--- config.mk ---
export PLATFORM = sky130hd
export DESIGN_NAME = cache_fill_arbiter
export DESIGN_NICKNAME = d
export VERILOG_FILES = /design/src/rtl/cache_pkg.sv /design/src/rtl/fill_word_counter.sv /design/src/rtl/cache_fill_arbiter.sv
export SDC_FILE = /design/constraint.sdc
export NUM_CORES = 1
export LEC_CHECK = 0
export CORE_ASPECT_RATIO = 1.5
export CORE_MARGIN = 2
export CORE_UTILIZATION = 45
export CTS_BUF_LIST = sky130_fd_sc_hd__clkbuf_16
export DETAILED_ROUTE_END_ITERATION = 16
export DONT_BUFFER_PORTS = 1
export SETUP_SLACK_MARGIN = 0.3
export SYNTH_ARGS = -nofsm -noshare
export SYNTH_HDL_FRONTEND = slang
export SYNTH_SLANG_ARGS = --single-unit
--- constraint.sdc ---
create_clock -name clk -period 1.7 [get_ports clk]
set_input_delay 0.255 -clock clk [delete_from_list [all_inputs] [get_ports clk]]
set_output_delay 0.255 -clock clk [all_outputs]
set_load 0.01 [all_outputs]
--- src/rtl/cache_pkg.sv ---
// Shared definitions for the cache fill arbiter: FSM state encoding and
// block geometry / memory timing constants.
package cache_pkg;

    // Arbiter states; 2-bit encoding shared by the RTL and anything that
    // decodes the state for debug.
    typedef enum logic [1:0] {
        IDLE   = 2'd0,
        WRITE  = 2'd1,
        FILL_D = 2'd2,
        FILL_I = 2'd3
    } state_t;

    // Default block geometry: 8 words of 16 bits = 16-byte blocks.
    localparam int WORDS_PER_BLK_DEF = 8;
    localparam int BLK_OFF_W_DEF     = $clog2(2 * WORDS_PER_BLK_DEF);

    // Main memory returns read data this many cycles after the read issue.
    localparam int MEM_LATENCY = 4;

endpackage

--- src/rtl/fill_word_counter.sv ---
// Word-index counter used to track read issues and data returns within
// one block fill. Clear has priority over increment.
module fill_word_counter #(
    parameter int W = 3
) (
    input  logic         clk,
    input  logic         rst,
    input  logic         i_clr,
    input  logic         i_inc,
    output logic [W-1:0] o_count,
    output logic         o_last
);

    logic [W-1:0] r_count;

    // Count register: synchronous reset, clear, then increment.
    always_ff @(posedge clk) begin
        // NOTE: sequential state uses non-blocking (<=) so every flop samples
        // pre-edge values regardless of block evaluation order.
        if (rst) begin
            r_count <= '0;
        end else if (i_clr) begin
            r_count <= '0;
        end else if (i_inc) begin
            r_count <= r_count + 1'b1;
        end
    end

    assign o_count = r_count;
    assign o_last  = &r_count;

endmodule

--- src/rtl/cache_fill_arbiter.sv ---
// Arbitrates the single main memory between I-cache fills, D-cache fills
// and D-cache write-through stores. Fixed priority store > D fill > I fill,
// decided only in IDLE. Fills issue 8 back-to-back reads and forward the
// returned words to the owning cache as they arrive.
module cache_fill_arbiter
    import cache_pkg::*;
#(
    parameter int ADDR_W        = 16,
    parameter int DATA_W        = 16,
    parameter int WORDS_PER_BLK = WORDS_PER_BLK_DEF
) (
    input  logic                             clk,
    input  logic                             rst,
    input  logic                             i_miss,
    input  logic [ADDR_W-1:0]                i_miss_addr,
    input  logic                             d_miss,
    input  logic [ADDR_W-1:0]                d_miss_addr,
    input  logic                             d_wr_req,
    input  logic [ADDR_W-1:0]                d_wr_addr,
    input  logic [DATA_W-1:0]                d_wr_data,
    output logic                             mem_en,
    output logic                             mem_wr,
    output logic [ADDR_W-1:0]                mem_addr,
    output logic [DATA_W-1:0]                mem_wdata,
    input  logic [DATA_W-1:0]                mem_rdata,
    input  logic                             mem_valid,
    output logic [DATA_W-1:0]                fill_data,
    output logic [$clog2(WORDS_PER_BLK)-1:0] fill_word,
    output logic                             fill_i_we,
    output logic                             fill_d_we,
    output logic                             fill_i_done,
    output logic                             fill_d_done,
    output logic                             d_wr_ack,
    output logic                             busy
);

    localparam int CNT_W     = $clog2(WORDS_PER_BLK);
    localparam int BLK_OFF_W = $clog2(2 * WORDS_PER_BLK);

    state_t              r_state;
    state_t              w_next_state;
    logic [ADDR_W-1:0]   r_addr;
    logic [DATA_W-1:0]   r_wdata;
    logic                r_issue_done;

    logic                w_capture;
    logic                w_capture_wr;
    logic [ADDR_W-1:0]   w_sel_addr;

    logic                w_filling;
    logic                w_issue;
    logic                w_rx;
    logic                w_rx_last;
    logic [CNT_W-1:0]    w_issue_cnt;
    logic                w_issue_cnt_last;
    logic [CNT_W-1:0]    w_rx_cnt;
    logic                w_rx_cnt_last;
    logic [ADDR_W-1:0]   w_base;
    logic [ADDR_W-1:0]   w_issue_off;

    // Fill datapath decode. Issue stops once all words have gone out; the
    // receive side runs independently off mem_valid.
    assign w_filling   = (r_state == FILL_D) || (r_state == FILL_I);
    assign w_issue     = w_filling && !r_issue_done;
    assign w_rx        = w_filling && mem_valid;
    assign w_rx_last   = w_rx && w_rx_cnt_last;
    assign w_base      = {r_addr[ADDR_W-1:BLK_OFF_W], {BLK_OFF_W{1'b0}}};
    assign w_issue_off = {{(ADDR_W-CNT_W-1){1'b0}}, w_issue_cnt, 1'b0};

    fill_word_counter #(.W(CNT_W)) u_issue_cnt (
        .clk     (clk),
        .rst     (rst),
        .i_clr   (w_rx_last),
        .i_inc   (w_issue),
        .o_count (w_issue_cnt),
        .o_last  (w_issue_cnt_last)
    );

    fill_word_counter #(.W(CNT_W)) u_rx_cnt (
        .clk     (clk),
        .rst     (rst),
        .i_clr   (w_rx_last),
        .i_inc   (w_rx),
        .o_count (w_rx_cnt),
        .o_last  (w_rx_cnt_last)
    );

    // State register.
    always_ff @(posedge clk) begin
        if (rst) begin
            r_state <= IDLE;
        end else begin
            r_state <= w_next_state;
        end
    end

    // Next-state and grant selection; arbitration only in IDLE.
    always_comb begin
        // NOTE: every signal gets a default before the case so no path
        // leaves it unassigned, which would infer a latch.
        w_next_state = r_state;
        w_capture    = 1'b0;
        w_capture_wr = 1'b0;
        w_sel_addr   = r_addr;
        case (r_state)
            IDLE: begin
                if (d_wr_req) begin
                    w_next_state = WRITE;
                    w_capture    = 1'b1;
                    w_capture_wr = 1'b1;
                    w_sel_addr   = d_wr_addr;
                end else if (d_miss) begin
                    w_next_state = FILL_D;
                    w_capture    = 1'b1;
                    w_sel_addr   = d_miss_addr;
                end else if (i_miss) begin
                    w_next_state = FILL_I;
                    w_capture    = 1'b1;
                    w_sel_addr   = i_miss_addr;
                end
            end
            WRITE: begin
                w_next_state = IDLE;
            end
            FILL_D, FILL_I: begin
                if (w_rx_last) begin
                    w_next_state = IDLE;
                end
            end
            default: begin
                w_next_state = IDLE;
            end
        endcase
    end

    // Address/data capture at grant; store data only for writes.
    always_ff @(posedge clk) begin
        if (rst) begin
            r_addr  <= '0;
            r_wdata <= '0;
        end else if (w_capture) begin
            r_addr <= w_sel_addr;
            if (w_capture_wr) begin
                r_wdata <= d_wr_data;
            end
        end
    end

    // Marks that the last read of the block has been issued.
    always_ff @(posedge clk) begin
        if (rst) begin
            r_issue_done <= 1'b0;
        end else if (w_rx_last) begin
            r_issue_done <= 1'b0;
        end else if (w_issue && w_issue_cnt_last) begin
            r_issue_done <= 1'b1;
        end
    end

    // Memory-side outputs, decoded from registered state only.
    assign mem_en    = (r_state == WRITE) || w_issue;
    assign mem_wr    = (r_state == WRITE);
    assign mem_addr  = (r_state == WRITE) ? r_addr :
                       w_issue            ? (w_base + w_issue_off) : '0;
    assign mem_wdata = (r_state == WRITE) ? r_wdata : '0;
    assign d_wr_ack  = (r_state == WRITE);
    assign busy      = (r_state != IDLE);

    // Cache-side fill outputs follow mem_valid combinationally.
    assign fill_data   = mem_rdata;
    assign fill_word   = w_rx_cnt;
    assign fill_i_we   = (r_state == FILL_I) && mem_valid;
    assign fill_d_we   = (r_state == FILL_D) && mem_valid;
    assign fill_i_done = fill_i_we && w_rx_cnt_last;
    assign fill_d_done = fill_d_we && w_rx_cnt_last;

endmodule

==> flow_summary.yaml <==
cells_and_area:
  syn2layout_area_growth_pct: 13.75
  fin_nets: 348
  nFillCells: 479
  n_antenna_cell: 0
  drive_gt1_share_pct: 27.52
power_and_ir_drop:
  irDropWorstVdd_uv: 545.7
  netSwitchingFraction_pct: 25.63
  net-switching-power_w: 0.0006097
  internal-power_w: 0.001769
  p_leak_nw: 1.041
  clkPwrFrac_pct: 36.1
  power.density_nw_per_um2: 942.1
  pwr-share-comb_pct: 17.8
  pwr-share-seq_pct: 46.1
global_routing:
  grt_max_degree: 38
  antenna_found_initial: 0
  gr-total-overflow: 0
  grt_pass1_wl_um: 7217
  grt_pass1_vias: 1626
  grtUsageTotal_pct: 17.22
sta:
  setup_viol: 0
  rsz0062_at_grt: "yes"
  slew_viol_final: 0
  finalHoldViolCount: 0
  period_needed_ps: 1465
  worst-slew-pin-transition_ps: 300.0
  fin_ws_ps: 235.3
  tns_ps: 0
  finClkSkew_ps: 4.960
  slew_headroom_pct: 80.00
  max_clock_freq_ghz: 0.6827
  min_period_over_period_pct: 86.16
cts:
  clock_latency_ps: 280
  cts_buffers: 5
  htreeDepth: 2
  clockBufferDepth: 2
  cts_tree: "yes"
  hold_buffers: 0
  clock_sinks: 41
  cts_root_buf: "clkbuf_16"
  clk_pin_slew_worst_paths_ps: 60
setup_path:
  worst-setup-path-type: "reg2out"
  cp-end-kind: "output pin"
  path_max_fanout: 18
  critical-path-max-stage-delay_ps: 400
  cp_cell_sequence: "clkinvlp_4, nor2_4, buf_12, and2_4"
  cp_data_required_time_ps: 1440
  worstSetupStartpointType: "register"
  cpMaxStageDelayCell: "dfxtp_4"
  crit_arrival_ps: 1210
synth:
  synthTopCellsByArea: "dfxtp_1 (37%), nand2_1 (9.5%), and2_1 (8.2%)"
  postSynthAreaPerCell_um2: 8.101
  synth_edf_count: 0
  yosysWarnings: 0
  synth_area_leader_cell: "dfxtp_1"
  synth.top_cell.area_share_pct: 36.98
  synth_cell_type_count: 25
  ys_ff_latch: 41
  synthFlopType: "dfxtp_1"
  synthesis.nets: 364
  postSynthCellCount: 274
  synth_seq_area_share_pct: 36.98
  post-synth-top-count-cell: "nand2_1"
  synth_common_cells: "nand2_1 (56), dfxtp_1 (41), and2_1 (29)"
  async_flop_share_pct: 0
  synth_area_um2: 2220
placement:
  dp_slack_ps: 109.6
  numPortBuffers: 0
  gp_congestion: 0.8085
  hpwlAfterDp_um: 3421
status:
  status: "complete, no violations"
drt:
  routed_wl_um: 4690
  viasPerCell: 5.380
  drt_iter0_markers: 46
  post_drt_wl_per_cell_um: 14.48
  drtPass1Iterations: 4
  drc: 0
  vias: 1743
  ant_nets: 0
die:
  rows: 31
  core_area_um2: 4810
  die_h_um: 90.02
  die_area_um2: 5522
  die_width_um: 61.35
  start_util_pct: 46.15
  io-pin-count: 145
flow_run:
  drv_cap: 0
hold_path:
  holdCritPathClass: "in2reg"
[cell usage in the layout (no fill, tap or decap), types with 2 or more instances in the layout]
| cell | Yosys | final |
|---|---|---|
| ha_1 | 4 | 2 |
| buf_6 | 4 | 3 |
| ha_4 | 0 | 2 |
| dfxtp_1 | 41 | 37 |
| a22o_1 | 16 | 16 |
| nand3b_1 | 3 | 3 |
| xor2_1 | 2 | 2 |
| dfxtp_4 | 0 | 4 |
| o21ai_2 | 0 | 2 |
| inv_1 | 3 | 3 |
| and2_4 | 0 | 29 |
| nor2_4 | 0 | 6 |
| mux2i_1 | 18 | 18 |
| a21oi_1 | 22 | 21 |
| nand2_1 | 56 | 55 |
| o21ai_0 | 20 | 17 |
| buf_4 | 18 | 9 |
| nor2_1 | 11 | 5 |
| clkbuf_16 | 0 | 5 |
| nand3_1 | 4 | 3 |
[final timing paths]
path	start	to	slack [ps]	depth (start not counted)
setup / recovery	r_state[0]	mem_wdata[2]	240	4
hold / removal	rst	r_state[1]	40	1
hold reg to reg	r_wdata[0]	r_wdata[0]	450	2
setup reg to reg	r_state[1]	r_wdata[2]	370	4
[metrics by stage]
step	util, %	hold slack (ps)	instance area (µm²)	power [W]	cells
after floorplan	-	391.0	2247	0.001455	274
after global routing	52.50	27.09	2525	0.002506	324
after CTS	50.81	30.79	2444	0.002390	323
after detailed placement	44.22	329.2	2127	0.001446	312
after global placement	44.22	327.6	2127	0.001440	312
final	52.50	37.85	2525	0.002379	324
[state kept, by name, indices dropped and copies added (netlist names)]
| register | cells |
|---|---|
| r_addr | 16 |
| r_state | 2 |
| u_rx_cnt.o_count | 3 |
| u_issue_cnt.o_count | 3 |
| r_issue_done | 1 |
| r_wdata | 16 |
[cell type report]
cell class                 count  area (µm²)  area share, %
timing repair buffer          13       121.4          4.807
inverter                       3       15.01         0.5946
clock buffer                   5       125.1          4.955
tap                           66       82.58          3.271
sequential                    41       835.8          33.10
multi-input combinational    194        1338          52.97
clock inverter                 2       7.507         0.2973
[worst max-delay path: cells and delay by family (launching register included)]
| family | cells | cell delay (ps) |
|---|---|---|
| flops | 1 | 400 |
| simple gates | 2 | 260 |
| buf+inv | 2 | 270 |
[power by group through the flow]
stage / Clock, W / Combinational [W] / Sequential, W
after CTS: 0.000888 / 0.000410 / 0.00109
after detailed placement: 0 / 0.000342 / 0.00110
after global routing: 0.000927 / 0.000472 / 0.00111
after floorplan: 0 / 0.000367 / 0.00109
final: 0.000859 / 0.000423 / 0.00110
after global placement: 0 / 0.000335 / 0.00110
[metal layers]
layer | wire, µm | track usage (%)
met3 | 336 | 4.460
met4 | 63 | 6.383
met2 | 2501 | 32.54
met1 | 1789 | 16.56
met5 | 0 | 0
[what timing repair did]
item | CTS | global route
endpoints found under the setup margin | 71 | 39
pin swaps | 16 | 3
setup buffers | 3 | 1
gates resized for setup | 47 | 25
gates cloned | 1 | 0
[kinds of logic (layout without fill, tap and decap cells)]
group | Yosys count | count (layout) | synth area share [%]
AOI/OAI and AO/OA | 60 | 60 | 16.52
adders and majority gates | 4 | 4 | 2.255
xor gates and xnor gates | 2 | 2 | 0.7893
DFF | 41 | 41 | 36.98
and+or+nand+nor | 110 | 110 | 24.13
muxes | 18 | 18 | 8.117
buffers and inverters | 39 | 23 | 11.22
Note: power is estimated with default switching activity, not from simulation.
